**config.mk**
```make
export PLATFORM = sky130hd
export DESIGN_NAME = cfs_apb_master_arbiter
export DESIGN_NICKNAME = d
export VERILOG_FILES = /design/src/rtl/cfs_apb_master_arbiter.sv
export SDC_FILE = /design/constraint.sdc
export NUM_CORES = 1
export LEC_CHECK = 0
export CORE_MARGIN = 1
export CORE_UTILIZATION = 40
export CTS_BUF_LIST = sky130_fd_sc_hd__clkbuf_4 sky130_fd_sc_hd__clkbuf_8
export CTS_CLUSTER_DIAMETER = 40
export DETAILED_ROUTE_END_ITERATION = 12
export PLACE_DENSITY = 0.81
export SLEW_MARGIN = 20
export SYNTH_ARGS = -nofsm -noshare
export SYNTH_HDL_FRONTEND = slang
export SYNTH_SLANG_ARGS = --single-unit
```
**constraint.sdc**
```tcl
create_clock -name pclk -period 2 [get_ports pclk]
set_input_delay 0.4 -clock pclk [delete_from_list [all_inputs] [get_ports pclk]]
set_output_delay 0.4 -clock pclk [all_outputs]
set_load 0.01 [all_outputs]
```
**src/rtl/cfs_apb_master_arbiter.sv**
```systemverilog
// cfs_apb_master_arbiter
// Round-robin APB master shared by NUM_REQ local requesters. Each requester
// issues single commands over valid/ready. The block runs the APB setup and
// access phases (back-to-back when another command is waiting), returns read
// data / error status to the owner, and aborts accesses that exceed TIMEOUT
// wait cycles.
//
//   state     | meaning
//   ----------+-----------------------------------------------------------
//   ST_IDLE   | bus idle, psel=0; arbitration window open
//   ST_SETUP  | psel=1, penable=0; captured command on the bus
//   ST_ACCESS | psel=1, penable=1; waiting for pready (window when pready=1)

module cfs_apb_master_arbiter #(
  parameter int NUM_REQ    = 2,
  parameter int ADDR_WIDTH = 16,
  parameter int DATA_WIDTH = 32,
  parameter int TIMEOUT    = 16
) (
  input  logic                          pclk,
  input  logic                          preset_n,
  input  logic [NUM_REQ-1:0]            req_valid,
  output logic [NUM_REQ-1:0]            req_ready,
  input  logic [NUM_REQ-1:0]            req_write,
  input  logic [NUM_REQ*ADDR_WIDTH-1:0] req_addr,
  input  logic [NUM_REQ*DATA_WIDTH-1:0] req_wdata,
  output logic [NUM_REQ-1:0]            rsp_valid,
  output logic [DATA_WIDTH-1:0]         rsp_rdata,
  output logic                          rsp_err,
  output logic [ADDR_WIDTH-1:0]         paddr,
  output logic                          pwrite,
  output logic [DATA_WIDTH-1:0]         pwdata,
  output logic                          psel,
  output logic                          penable,
  input  logic [DATA_WIDTH-1:0]         prdata,
  input  logic                          pready,
  input  logic                          pslverr
);

  localparam int GW = (NUM_REQ > 1) ? $clog2(NUM_REQ) : 1;
  // A zero TIMEOUT would give a zero-width counter; keep one bit so the
  // register still exists (it simply saturates and is never compared).
  localparam int CW = (TIMEOUT > 0) ? $clog2(TIMEOUT + 1) : 1;
  // Timeout fires on the access cycle in which the count would reach TIMEOUT.
  localparam logic [CW-1:0] TO_LAST = (TIMEOUT > 0) ? CW'(TIMEOUT - 1) : '0;

  localparam logic [1:0] ST_IDLE   = 2'd0;
  localparam logic [1:0] ST_SETUP  = 2'd1;
  localparam logic [1:0] ST_ACCESS = 2'd2;

  logic [1:0]            r_state;
  logic [GW-1:0]         r_last_grant;
  logic [CW-1:0]         r_wait_cnt;
  logic                  r_psel;
  logic                  r_penable;
  logic                  r_pwrite;
  logic [ADDR_WIDTH-1:0] r_paddr;
  logic [DATA_WIDTH-1:0] r_pwdata;
  logic [NUM_REQ-1:0]    r_rsp_valid;
  logic [DATA_WIDTH-1:0] r_rsp_rdata;
  logic                  r_rsp_err;

  logic                  w_window;
  logic                  w_found;
  logic [GW-1:0]         w_win_idx;
  logic                  w_grant;
  logic                  w_done;
  logic                  w_timeout;
  logic [ADDR_WIDTH-1:0] w_cap_addr;
  logic [DATA_WIDTH-1:0] w_cap_wdata;
  logic                  w_cap_write;

  // Requester index k positions after base, wrapping at NUM_REQ.
  function automatic logic [GW-1:0] f_next(input logic [GW-1:0] base, input int k);
    int t;
    t = (int'(base) + k) % NUM_REQ;
    return GW'(t);
  endfunction

  assign w_window  = (r_state == ST_IDLE) || ((r_state == ST_ACCESS) && pready);
  assign w_done    = (r_state == ST_ACCESS) && pready;
  assign w_timeout = (TIMEOUT != 0) && (r_state == ST_ACCESS) && !pready &&
                     (r_wait_cnt == TO_LAST);
  assign w_grant   = w_window && w_found;

  assign w_cap_addr  = req_addr[int'(w_win_idx)*ADDR_WIDTH +: ADDR_WIDTH];
  assign w_cap_wdata = req_wdata[int'(w_win_idx)*DATA_WIDTH +: DATA_WIDTH];
  assign w_cap_write = req_write[w_win_idx];

  // Round-robin search starting just after the last winner.
  always_comb begin
    w_found   = 1'b0;
    w_win_idx = r_last_grant;
    for (int k = 1; k <= NUM_REQ; k++) begin
      if (!w_found && req_valid[f_next(r_last_grant, k)]) begin
        w_found   = 1'b1;
        w_win_idx = f_next(r_last_grant, k);
      end
    end
  end

  // One-hot accept, only inside an arbitration window.
  always_comb begin
    req_ready = '0;
    if (w_grant) req_ready[w_win_idx] = 1'b1;
  end

  // Bus sequencing FSM, wait counter and registered APB outputs.
  always_ff @(posedge pclk or negedge preset_n) begin
    if (!preset_n) begin
      r_state      <= ST_IDLE;
      r_last_grant <= GW'(NUM_REQ - 1);
      r_wait_cnt   <= '0;
      r_psel       <= 1'b0;
      r_penable    <= 1'b0;
      r_pwrite     <= 1'b0;
      r_paddr      <= '0;
      r_pwdata     <= '0;
    end else begin
      case (r_state)
        ST_IDLE: begin
          r_psel    <= 1'b0;
          r_penable <= 1'b0;
          if (w_grant) begin
            r_state      <= ST_SETUP;
            r_psel       <= 1'b1;
            r_paddr      <= w_cap_addr;
            r_pwrite     <= w_cap_write;
            r_pwdata     <= w_cap_write ? w_cap_wdata : '0;
            r_last_grant <= w_win_idx;
          end
        end
        ST_SETUP: begin
          r_state    <= ST_ACCESS;
          r_penable  <= 1'b1;
          r_wait_cnt <= '0;
        end
        ST_ACCESS: begin
          if (pready) begin
            if (w_grant) begin
              // Back-to-back: psel stays high, straight into the next setup.
              r_state      <= ST_SETUP;
              r_penable    <= 1'b0;
              r_paddr      <= w_cap_addr;
              r_pwrite     <= w_cap_write;
              r_pwdata     <= w_cap_write ? w_cap_wdata : '0;
              r_last_grant <= w_win_idx;
            end else begin
              r_state   <= ST_IDLE;
              r_psel    <= 1'b0;
              r_penable <= 1'b0;
            end
          end else if (w_timeout) begin
            r_state   <= ST_IDLE;
            r_psel    <= 1'b0;
            r_penable <= 1'b0;
          end else if (r_wait_cnt != {CW{1'b1}}) begin
            r_wait_cnt <= r_wait_cnt + CW'(1);
          end
        end
        default: begin
          r_state   <= ST_IDLE;
          r_psel    <= 1'b0;
          r_penable <= 1'b0;
        end
      endcase
    end
  end

  // One-cycle response pulse to the owner of the finishing access.
  always_ff @(posedge pclk or negedge preset_n) begin
    if (!preset_n) begin
      r_rsp_valid <= '0;
      r_rsp_rdata <= '0;
      r_rsp_err   <= 1'b0;
    end else begin
      r_rsp_valid <= '0;
      r_rsp_rdata <= '0;
      r_rsp_err   <= 1'b0;
      if (w_done) begin
        r_rsp_valid[r_last_grant] <= 1'b1;
        r_rsp_err                 <= pslverr;
        r_rsp_rdata               <= r_pwrite ? '0 : prdata;
      end else if (w_timeout) begin
        r_rsp_valid[r_last_grant] <= 1'b1;
        r_rsp_err                 <= 1'b1;
      end
    end
  end

  assign psel      = r_psel;
  assign penable   = r_penable;
  assign pwrite    = r_pwrite;
  assign paddr     = r_paddr;
  assign pwdata    = r_pwdata;
  assign rsp_valid = r_rsp_valid;
  assign rsp_rdata = r_rsp_rdata;
  assign rsp_err   = r_rsp_err;

endmodule

```
# Word-level counts from Yosys, hierarchy flattened
# Cells that the tools add are included.
# totals
register_bits,94
latch_bits,0
ramBits,0
romBits,0
inputBits,136
output_inout_bits,88
elab_cells,101
memories,0
# classes
add_sub_neg,3
n_mul,0
n_div,0
n_lt_le_gt_ge,6
n_eq_ne,11
n_shift,2
muxes,50
n_bitwise,1
reduce_logical,17
# ops
operator,count
two-way mux 32 bit,5
one-hot mux 32 bit (2 select lines),1
variable part select 64 x 7 -> 32 bit,1
two-way mux 16 bit,2
one-hot mux 16 bit (2 select lines),1
variable part select 32 x 6 -> 16 bit,1
two-way mux 1 bit,24
two-way mux 5 bit,3
two-way mux 2 bit,6
one-hot mux 5 bit (2 select lines),1
"less-than comparator 1 x 2 -> 1 bit, second input constant",4
"inequality test 2 bit, second input constant",4
logical AND 1 bit,7
"inequality test 3 bit, second input constant",2
one-hot mux 1 bit (2 select lines),3
one-hot mux 2 bit (3 select lines),1
"adder 5 x 1 -> 5 bit, second input constant",1
"== test 5 x 4 -> 1 bit, second input constant",1
"inequality test 5 bit, second input constant",1
AND reduction 2 bit,2
AND reduction 4 bit,1
nonzero test 2 bit,2
one-hot mux 1 bit (3 select lines),1
AND reduction 3 bit,1
other kinds (10),14

# Logic depth before layout (Yosys ltp)
# Gate-level depths: netlist of run 1.
# depth
depth_word,13
depth_mapped,7
depth_no_buf,6

# Worst setup path after synthesis of run 1
# No wires, ideal clock.
# synth_timing
kind,flip-flop to flip-flop
start,reg r_wait_cnt[0]
end,reg r_wait_cnt[3]
setup_ps,131
arrival_time_ps,1691
required_ps,1869
path_slack_ps,178
path_stages_with_launch,7
path_buffers,0
period_less_slack_ps,1822
cell_sequence,dfrtp_1 -> ha_1 -> and3_1 -> ha_1 -> nor3_2 -> a41oi_1 -> or3_1
# synth_via
elab_chain_len,5
word_cells_on_any_way,11
cone_classes,1 x add/sub; 4 x eq/ne; 4 x mux; 2 x reduce/logical
# synth_rtl
element,line_no,rtl
from (decl),53,logic [CW-1:0] r_wait_cnt;
from (signal assigned),158,r_wait_cnt <= r_wait_cnt + CW'(1);
adder 5 x 1 -> 5 bit,158,
two-way mux 5 bit,157,end else if (r_wait_cnt != {CW{1'b1}}) begin
two-way mux 5 bit,153,end else if (w_timeout) begin
two-way mux 5 bit,139,if (pready) begin
one-hot mux 5 bit (2 select lines),120,case (r_state)
# Several ways; a longest one is shown, not always the timed one. The select of a mux whose other input is x is not followed.
# A chain may end at the register's enable or synchronous reset.

# Worst setup path in the final report of run 1
# layout_timing
start,reg r_wait_cnt[1]
end,reg r_wait_cnt[3]
# The elaborated chain is that of the path after synthesis.

==> results of run 1 <==
[through the flow]
step | area [sq um] | hold slack (ns) | TNS [ns] | instances | util
after floorplan | 4400 | 0.104 | 0 | 435 | -
final | 7040 | 0.521 | 0 | 785 | 0.669
after CTS | 7030 | 0.517 | 0 | 784 | 0.669
after global routing | 7040 | 0.543 | 0 | 785 | 0.669
after detailed placement | 6820 | 0.373 | -0.657 | 767 | 0.649
after global placement | 6820 | 0.368 | -0.636 | 767 | 0.649
[cells in the final DEF, fill, tap and decap left out, drive strengths merged, types with 2 or more instances in the layout]
cell type	count
clkdlybuf4s50	220
nor3b	3
or3	2
nor2	6
clkinvlp	2
o211ai	32
o21ai	19
nand2b	4
nand4	32
nand2	6
dfrtp	93
a31oi	49
nor3	3
o31ai	2
clkinv	2
buf	30
a22o	3
ha	3
and2	34
a21oi	53
inv	5
clkbuf	11
nand3	20
[power breakdown]
part	switching (mW)	total, mW	internal, mW
Clock	0.665	1.29	0.626
Sequential	0.390	2.94	2.55
Combinational	2.03	4.08	2.05
[layer usage]
layer,vias up,wire (um)
met5,-,0
met2,226,7460
met1,2177,5780
li1,2047,-
met3,28,1430
met4,0,311
[sequential cells by signal (all words and copies together), names as in the netlist]
signal / cells
r_state: 2
r_wait_cnt: 5
rsp_rdata: 32
paddr: 16
rsp_valid: 2
pwrite: 1
r_last_grant: 1
penable: 1
psel: 1
rsp_err: 1
pwdata: 32
[cell families after synthesis]
group                    synth area share
buffers and inverters              0.0679
adder cells (fa/ha/maj)           0.00853
AO/OA/AOI/OAI                       0.230
flip-flops                          0.535
AND/OR/NAND/NOR                     0.154
multiplexers                      0.00483
[area by class of cell]
type	instances	area (sq um)
Fill cell	841	3470
Timing Repair Buffer	251	2520
Sequential cell	94	2350
Multi-Input combinational cell	283	1770
Tap cell	136	170
Clock buffer	11	145
Clock inverter	5	58.8
Inverter	5	18.8
[how the worst max path moves through the flow]
stage | startpoint | end | slack, ns | cells past startpoint
after floorplan | r_wait_cnt[0] | r_wait_cnt[3] | 0.18 | 6
after global placement | req_valid[0] | req_ready[1] | -0.34 | 5
after detailed placement | req_valid[0] | req_ready[1] | -0.35 | 5
after CTS | req_valid[0] | req_ready[0] | 0.02 | 6
after global routing | r_wait_cnt[1] | r_wait_cnt[3] | 0.002 | 6
final | r_wait_cnt[1] | r_wait_cnt[3] | 0.07 | 6
[timing repair]
action | CTS | global route
endpoints found under the hold margin | 30 | 0
endpoints found under the setup margin | 2 | 3
setup buffers | 0 | 1
resized for setup | 8 | 2
hold buffers | 1 | 0
==> results.yml, run 1 <==
status:
  outcome: "finished, final reports clean"
cells_and_area:
  areaGrowthSynthToFinish_pct: 59.8
  nNetsFinal: 783
  final_layout_size_suffix_gt1_frac: 0.0924
  n_antenna_cell: 0
place:
  port_buffers: 223
  dp_slack_ns: -0.352
  gp_congestion: 0.802
  dp_hpwl_um: 10700
power_and_ir_drop:
  vdd_ir_drop_max_mv: 0.511
  powerDensity_nw_per_um2: 1180
  finalPower_mw: 8.31
  power.leakage_nw: 2.81
logic_synthesis:
  synth_seq_area_share: 0.535
  synthFlopType: "dfrtp_1"
  synth_edf_count: 0
  synth.area.top_cells: "dfrtp_1, a31oi_1, a21oi_1"
  synthArstFlopShare: 1.00
  synth_top_area_share: 0.529
  synth_most_common_cell: "dfrtp_1"
  syn_inst: 435
  syn-mean-instance-area_sq_um: 10.1
  synth_fp_nets: 574
  synth_common_cells: "dfrtp_1, a21oi_1, a31oi_1"
  synth_top_cell_by_area: "dfrtp_1"
  syn_area_sq_um: 4400
  ys_ff_latch: 94
  yosys_warnings: 0
  yosysUniqueCellTypes: 43
die:
  die_y_um: 107
  die_x_um: 107
  ioPinCount: 224
  start_util: 0.419
  coreArea_sq_um: 10500
  placementRows: 37
  dieArea_sq_um: 11400
cts:
  clock_sinks: 94
  clockBufferDepth: 2
  clk_pin_slew_ns: 0.09
  htree_levels: 3
  tritoncts: "yes"
  cts-root-buf: "clkbuf_8"
  clk_latency_ns: 0.36
  cts_buffers: 9
detailed_routing:
  first_pass_iters: 5
  routedWlPerCell_um: 19.1
  routed_wl_um: 15000
  ant_nets: 0
  drt-initial-drc-count: 321
  route.detailed.drc: 0
  via_per_inst: 5.70
  dr_total_vias: 4478
setup_path:
  path_class: "reg -> reg"
  cpPeakStageDelay_ns: 0.44
  cp.required_ns: 2.24
  critPathCaptureType: "flop"
  crit_buf_inv: 0
  r2r_setup_slack_ns: 0.07
  r2r-end: "r_wait_cnt[3]"
  cp_max_fo: 5
  rr_worst_depth: 6
  crit_arrival_ns: 2.18
  startpoint_type: "flop"
  crit_chain: "ha_1, and3_1, ha_1, nor3_4, a41oi_1, or3_1"
  slowest_stage: "dfrtp_1"
  r2r-start: "r_wait_cnt[1]"
  crit_top_cell: "ha_1"
  path_delay_family: "simple AND/OR/NAND/NOR gates"
flow_run:
  max_cap_violations: 0
timing:
  max_slew_margin: 0.615
  skew_ns: 0.0115
  fin_ws_ns: 0.0671
  hold_viol: 0
  worstMarginPinSlew_ns: 0.578
  setup_viol: 0
  max_freq_ghz: 0.517
  period_needed_ns: 1.93
  drv_slew: 0
  fin_crit_sh: 0.966
  rsz0062_at_grt: "no"
global_route:
  grt_use_met3: 0.0748
  grt_usage: 0.261
  gr-total-overflow: 0
  grt_pass1_wl_um: 23000
  met2_usage: 0.454
  gr-max-usage-layer: "met2"
  grt_max_degree: 51
  antenna_found_initial: 0
  grt_pass1_vias: 4382
  use_met1: 0.309
worst_hold_path:
  min_path_type: "in -> async"
No activity file was read; power rests on OpenSTA's default activity.
==> run 2: changes to the inputs <==
--- a/config.mk
+++ b/config.mk
@@ -11,7 +11,8 @@
 export CTS_CLUSTER_DIAMETER = 40
 export DETAILED_ROUTE_END_ITERATION = 12
 export PLACE_DENSITY = 0.81
-export SLEW_MARGIN = 20
+export SETUP_SLACK_MARGIN = 0.4
+export SLEW_MARGIN = 30
 export SYNTH_ARGS = -nofsm -noshare
 export SYNTH_HDL_FRONTEND = slang
 export SYNTH_SLANG_ARGS = --single-unit
==> run 2 against run 1 <==
Against the previous run:
- first-iteration DRC count shrank 25%
- highest routed layer unchanged
- combinational power fell by 3%
- largest cell class unchanged
- hold slack lost 0.51 ns
- via count grew 2.0%
- total power down 1.4%
- clock-buffer cell count down 2
- design area increased by 2.5%
==> results.yml, run 2 (same netlist as run 1, synthesis figures left out) <==
detailed_routing:
  drt-initial-drc-count: 241
  route.detailed.drc: 0
  routedWlPerCell_um: 19.6
  via_per_inst: 5.74
  routed_wl_um: 15600
  first_pass_iters: 4
  dr_total_vias: 4569
  ant_nets: 0
timing:
  setup_viol: 0
  skew_ns: 0.00691
  fin_crit_sh: 0.908
  max_freq_ghz: 0.550
  hold_viol: 0
  drv_slew: 0
  worstMarginPinSlew_ns: 0.576
  period_needed_ns: 1.82
  max_slew_margin: 0.616
  rsz0062_at_grt: "yes"
place:
  place_inst: 763
  port_buffers: 223
  gp_congestion: 0.872
  dp_hpwl_um: 10500
global_route:
  gr-total-overflow: 0
  antenna_found_initial: 0
  grt_usage: 0.259
  grt_pass1_vias: 4528
  gr-max-usage-layer: "met2"
  grt_use_met3: 0.0529
  grt_max_degree: 51
  use_met1: 0.298
  grt_pass1_wl_um: 22900
  met2_usage: 0.463
cts:
  hold_buffers: 0
  tritoncts: "yes"
  cts_buffers: 9
  clk_latency_ns: 0.36
  cts-root-buf: "clkbuf_8"
  clockBufferDepth: 2
  clock_sinks: 94
  htree_levels: 3
  clk_pin_slew_ns: 0.10
setup_path:
  crit_chain: "clkdlybuf4s50_1, nand2b_4, nand2_2, nor3_2, buf_2"
  crit_arrival_ns: 1.42
  cpPeakStageDelay_ns: 0.48
  startpoint_type: "primary input"
  path_class: "in -> out"
  critPathCaptureType: "output pin"
  cp_max_fo: 3
  cp.required_ns: 1.60
  slowest_stage: "clkdlybuf4s50_1"
cells_and_area:
  layout.cells.non_filler: 796
  n_antenna_cell: 0
  final_util: 0.686
  final_layout_size_suffix_gt1_frac: 0.133
  areaGrowthSynthToFinish_pct: 63.8
  fill_cells: 838
  final_cell_mix: "clkdlybuf4s50_1, dfrtp_1, dlygate4sd2_1, a21oi_1, a31oi_1"
  final_common_cell: "clkdlybuf4s50_1"
  nNetsFinal: 794
power_and_ir_drop:
  vdd_ir_drop_max_mv: 0.565
  powerDensity_nw_per_um2: 1140
  power.leakage_nw: 3.17
die:
  placementRows: 37
  ioPinCount: 224
  die_y_um: 107
  dieArea_sq_um: 11400
  die_x_um: 107
  start_util: 0.419
  coreArea_sq_um: 10500
flow_run:
  max_cap_violations: 0
worst_hold_path:
  min_path_type: "in -> async"
status:
  outcome: "finished, final reports clean"
[run 2: cell types whose count changed in the layout (fill, tap and decap cells not counted), sizes merged]
cell / before / now
buf: 30 / 38
clkdlybuf4s50: 220 / 132
dlygate4sd3: 1 / 0
inv: 5 / 7
dlygate4sd2: 0 / 88
clkinvlp: 2 / 0
clkbuf: 11 / 13
clkinv: 2 / 4
[run 2: repair_timing]
action	in CTS	in global routing
cloned	0	6
pin swaps	6	52
buffers inserted	8	3
endpoints found under the setup margin	141	50
resized for setup	107	18
[run 2: layout make-up]
class / instances / area [sq um] / share of cell area
timing repair buffer: 262 / 2580 / 0.357
sequential: 94 / 2350 / 0.327
multi-input combinational: 283 / 1880 / 0.261
tap: 136 / 170 / 0.0236
clock buffer: 9 / 124 / 0.0172
clock inverter: 7 / 81.3 / 0.0113
inverter: 5 / 18.8 / 0.00260
[run 2: metrics by stage]
| step | setup TNS (ns) | power (mW) | area [sq um] | worst slack [ns] | hold WS [ns] |
|---|---|---|---|---|---|
| 6_report | 0 | 8.19 | 7210 | 0.183 | 0.00958 |
| 5_1_grt | 0 | 8.69 | 7210 | 0.143 | 0.0328 |
| 4_1_cts | 0 | 7.92 | 6980 | 0.203 | 0.0140 |
| 3_5_place_dp | -1.58 | 6.94 | 6790 | -0.472 | 0.416 |
| 3_3_place_gp | -0.709 | 6.80 | 6790 | -0.409 | 0.403 |
| 2_1_floorplan | 0 | 4.84 | 4430 | 0.296 | 0.104 |
[run 2: critical path: cells and delay by family]
| family | cells | cell delay, ns |
|---|---|---|
| buffers and inverters | 2 | 0.66 |
| AND/OR/NAND/NOR | 3 | 0.35 |
[run 2: path summary, 6_finish.rpt]
check / from / to / slack [ns] / depth (start not counted)
max in group asynchronous: preset_n / pwdata[5] / 1.35 / 2
worst min register to register: penable / penable / 0.54 / 2
worst max register to register: r_wait_cnt[0] / r_wait_cnt[3] / 0.22 / 6
worst max-delay path: pready / req_ready[1] / 0.18 / 5
worst min-delay path: preset_n / rsp_rdata[2] / 0.01 / 1
min in group pclk: penable / penable / 0.54 / 2
[run 2: where the power goes]
part           total [mW]  switching [mW]  internal [mW]
clock network        1.33           0.730          0.597
registers            2.91           0.360           2.55
logic                3.96            2.13           1.83
[run 2: metal layers]
layer,part of all wire,routed length (um)
met5,0,0
met4,0.030,467
met3,0.083,1300
met2,0.51,8000
met1,0.37,5850
==> run 3: changes to the inputs <==
==> constraint.sdc (replaced) <==
create_clock -name pclk -period 2.2 [get_ports pclk]
set_input_delay 0.44 -clock pclk [delete_from_list [all_inputs] [get_ports pclk]]
set_output_delay 0.44 -clock pclk [all_outputs]
set_load 0.01 [all_outputs]
==> run 3 against run 2 <==
Against the previous run:
- clock-buffer cell count grew 1
- non-clock buffer count down 9
- clock power shrank 20%
- largest cell class unchanged
- die area unchanged
- sequential share of layout area rose by 0.55 points
- register-to-register slack better by 0.18 ns
- clock skew grew 0.0034 ns
- highest routed layer unchanged
- combinational power is 5.8% lower
- worst setup slack gained 0.18 ns
- first-iteration DRC count increased by 48%
- wire length is 6.7% lower
==> results.yml, run 3 (same netlist as run 1, synthesis figures left out) <==
setup_path:
  slowest_stage: "dfrtp_1"
  r2r-end: "r_wait_cnt[3]"
  crit_buf_inv: 2
  crit_top_cell: "buf_6"
  rr_worst_depth: 6
  crit_start: "r_state[0]"
  cp_max_fo: 2
  critPathCaptureType: "output pin"
  startpoint_type: "flop"
  worstSetupEndpoint: "req_ready[0]"
  path_delay_family: "flip-flops"
  crit_arrival_ns: 1.40
  cp.required_ns: 1.76
  path_class: "reg -> out"
  r2r-start: "r_wait_cnt[0]"
  crit_chain: "o21ba_4, nand2_4, buf_6, nor2_4, buf_6"
  cpPeakStageDelay_ns: 0.41
  worst-path-stages: 5
  r2r_setup_slack_ns: 0.40
timing:
  skew_ns: 0.0103
  fin_crit_sh: 0.835
  finalSetupTns_ns: 0
  drv_slew: 0
  fin_ws_ns: 0.363
  max_freq_ghz: 0.544
  rsz0062_at_grt: "yes"
  period_needed_ns: 1.84
  hold_viol: 0
  setup_viol: 0
  max_slew_margin: 0.615
  worstMarginPinSlew_ns: 0.578
die:
  dieArea_sq_um: 11400
  die_x_um: 107
  coreArea_sq_um: 10500
  placementRows: 37
  ioPinCount: 224
  die_y_um: 107
  start_util: 0.419
cells_and_area:
  n_antenna_cell: 0
  final_util: 0.674
  areaGrowthSynthToFinish_pct: 61.0
  nNetsFinal: 785
  final_cell_mix: "clkdlybuf4s50_1, dfrtp_1, a21oi_1, a31oi_1, and2_1"
  final_layout_size_suffix_gt1_frac: 0.111
  final_common_cell: "clkdlybuf4s50_1"
detailed_routing:
  drt-initial-drc-count: 357
  dr_total_vias: 4446
  routed_wl_um: 14600
  ant_nets: 0
  routedWlPerCell_um: 18.5
  via_per_inst: 5.65
  first_pass_iters: 5
  route.detailed.drc: 0
place:
  dp_hpwl_um: 9870
  dp_slack_ns: -0.254
  port_buffers: 223
  gp_congestion: 0.814
status:
  outcome: "finished, final reports clean"
cts:
  clk_pin_slew_ns: 0.09
  cts_buffers: 9
  clockBufferDepth: 2
  clock_sinks: 94
  tritoncts: "yes"
  clk_latency_ns: 0.37
  htree_levels: 3
  cts-root-buf: "clkbuf_8"
power_and_ir_drop:
  pwr-share-seq: 0.358
  vdd_ir_drop_max_mv: 0.557
  combPwrFrac: 0.499
  p_switching_mw: 2.84
  p_clk_frac: 0.144
  internal_power_mw: 4.64
  swShare: 0.380
  power.leakage_nw: 2.85
  finalPower_mw: 7.48
  powerDensity_nw_per_um2: 1060
flow_run:
  max_cap_violations: 0
global_route:
  grt_pass1_wl_um: 22500
  grt_usage: 0.257
  grt_max_degree: 66
  antenna_found_initial: 0
  gr-total-overflow: 0
  grt_pass1_vias: 4276
worst_hold_path:
  min_path_type: "in -> async"
==> run 3: changes by cell type in the layout (fill, tap and decap cells not counted), moves of 3 or more <==
cell             change
dlygate4sd2_1       -84
nand3_1              +3
clkdlybuf4s50_1     +82
nand3_2              -3
buf_6                -5
clkbuf_16            -4
==> run 3: routing by layer <==
metal	track usage	vias up	part of all wire
li1	-	2049	-
met3	0.0523	31	0.074
met4	0.115	0	0.027
met2	0.436	223	0.49
met1	0.315	2143	0.41
met5	0	-	0
==> run 3: area by class of cell <==
class	instances	area [sq um]
Timing Repair Buffer	253	2510
Tap cell	136	170
Fill cell	823	3420
Clock inverter	6	47.5
Sequential cell	94	2350
Inverter	5	18.8
Multi-Input combinational cell	283	1850
Clock buffer	10	138
==> run 3: timing repair <==
action | 4_1_cts | 5_1_grt
hold endpoints to repair | 18 | 0
pin swaps | 6 | 4
gates resized for setup | 29 | 7
hold buffers | 1 | 0
setup endpoints to repair | 8 | 9
setup buffers | 8 | 2
cloned | 0 | 0
==> run 3: worst min-delay path by stage <==
stage                   endpoint  slack (ns)
finish              rsp_rdata[4]        0.54
global route        rsp_rdata[4]        0.56
CTS                 rsp_rdata[5]        0.54
detailed placement  rsp_rdata[5]        0.39
global placement    rsp_rdata[5]        0.39
floorplan               paddr[0]        0.14
==> run 3: through the flow <==
| step | cells | area [sq um] | hold WS (ns) |
|---|---|---|---|
| 2_1_floorplan | 435 | 4410 | 0.144 |
| 3_3_place_gp | 760 | 6730 | 0.389 |
| 3_5_place_dp | 760 | 6730 | 0.395 |
| 4_1_cts | 785 | 7050 | 0.543 |
| 5_1_grt | 787 | 7090 | 0.557 |
| 6_report | 787 | 7090 | 0.539 |
==> run 3: power groups by stage <==
| stage | Sequential [mW] | Clock, mW | Combinational (mW) |
|---|---|---|---|
| finish | 2.68 | 1.07 | 3.73 |
| global route | 2.75 | 1.17 | 4.02 |
| CTS | 2.67 | 1.10 | 3.68 |
| detailed placement | 2.70 | 0 | 3.58 |
| global placement | 2.68 | 0 | 3.51 |
| floorplan | 2.92 | 0 | 1.49 |
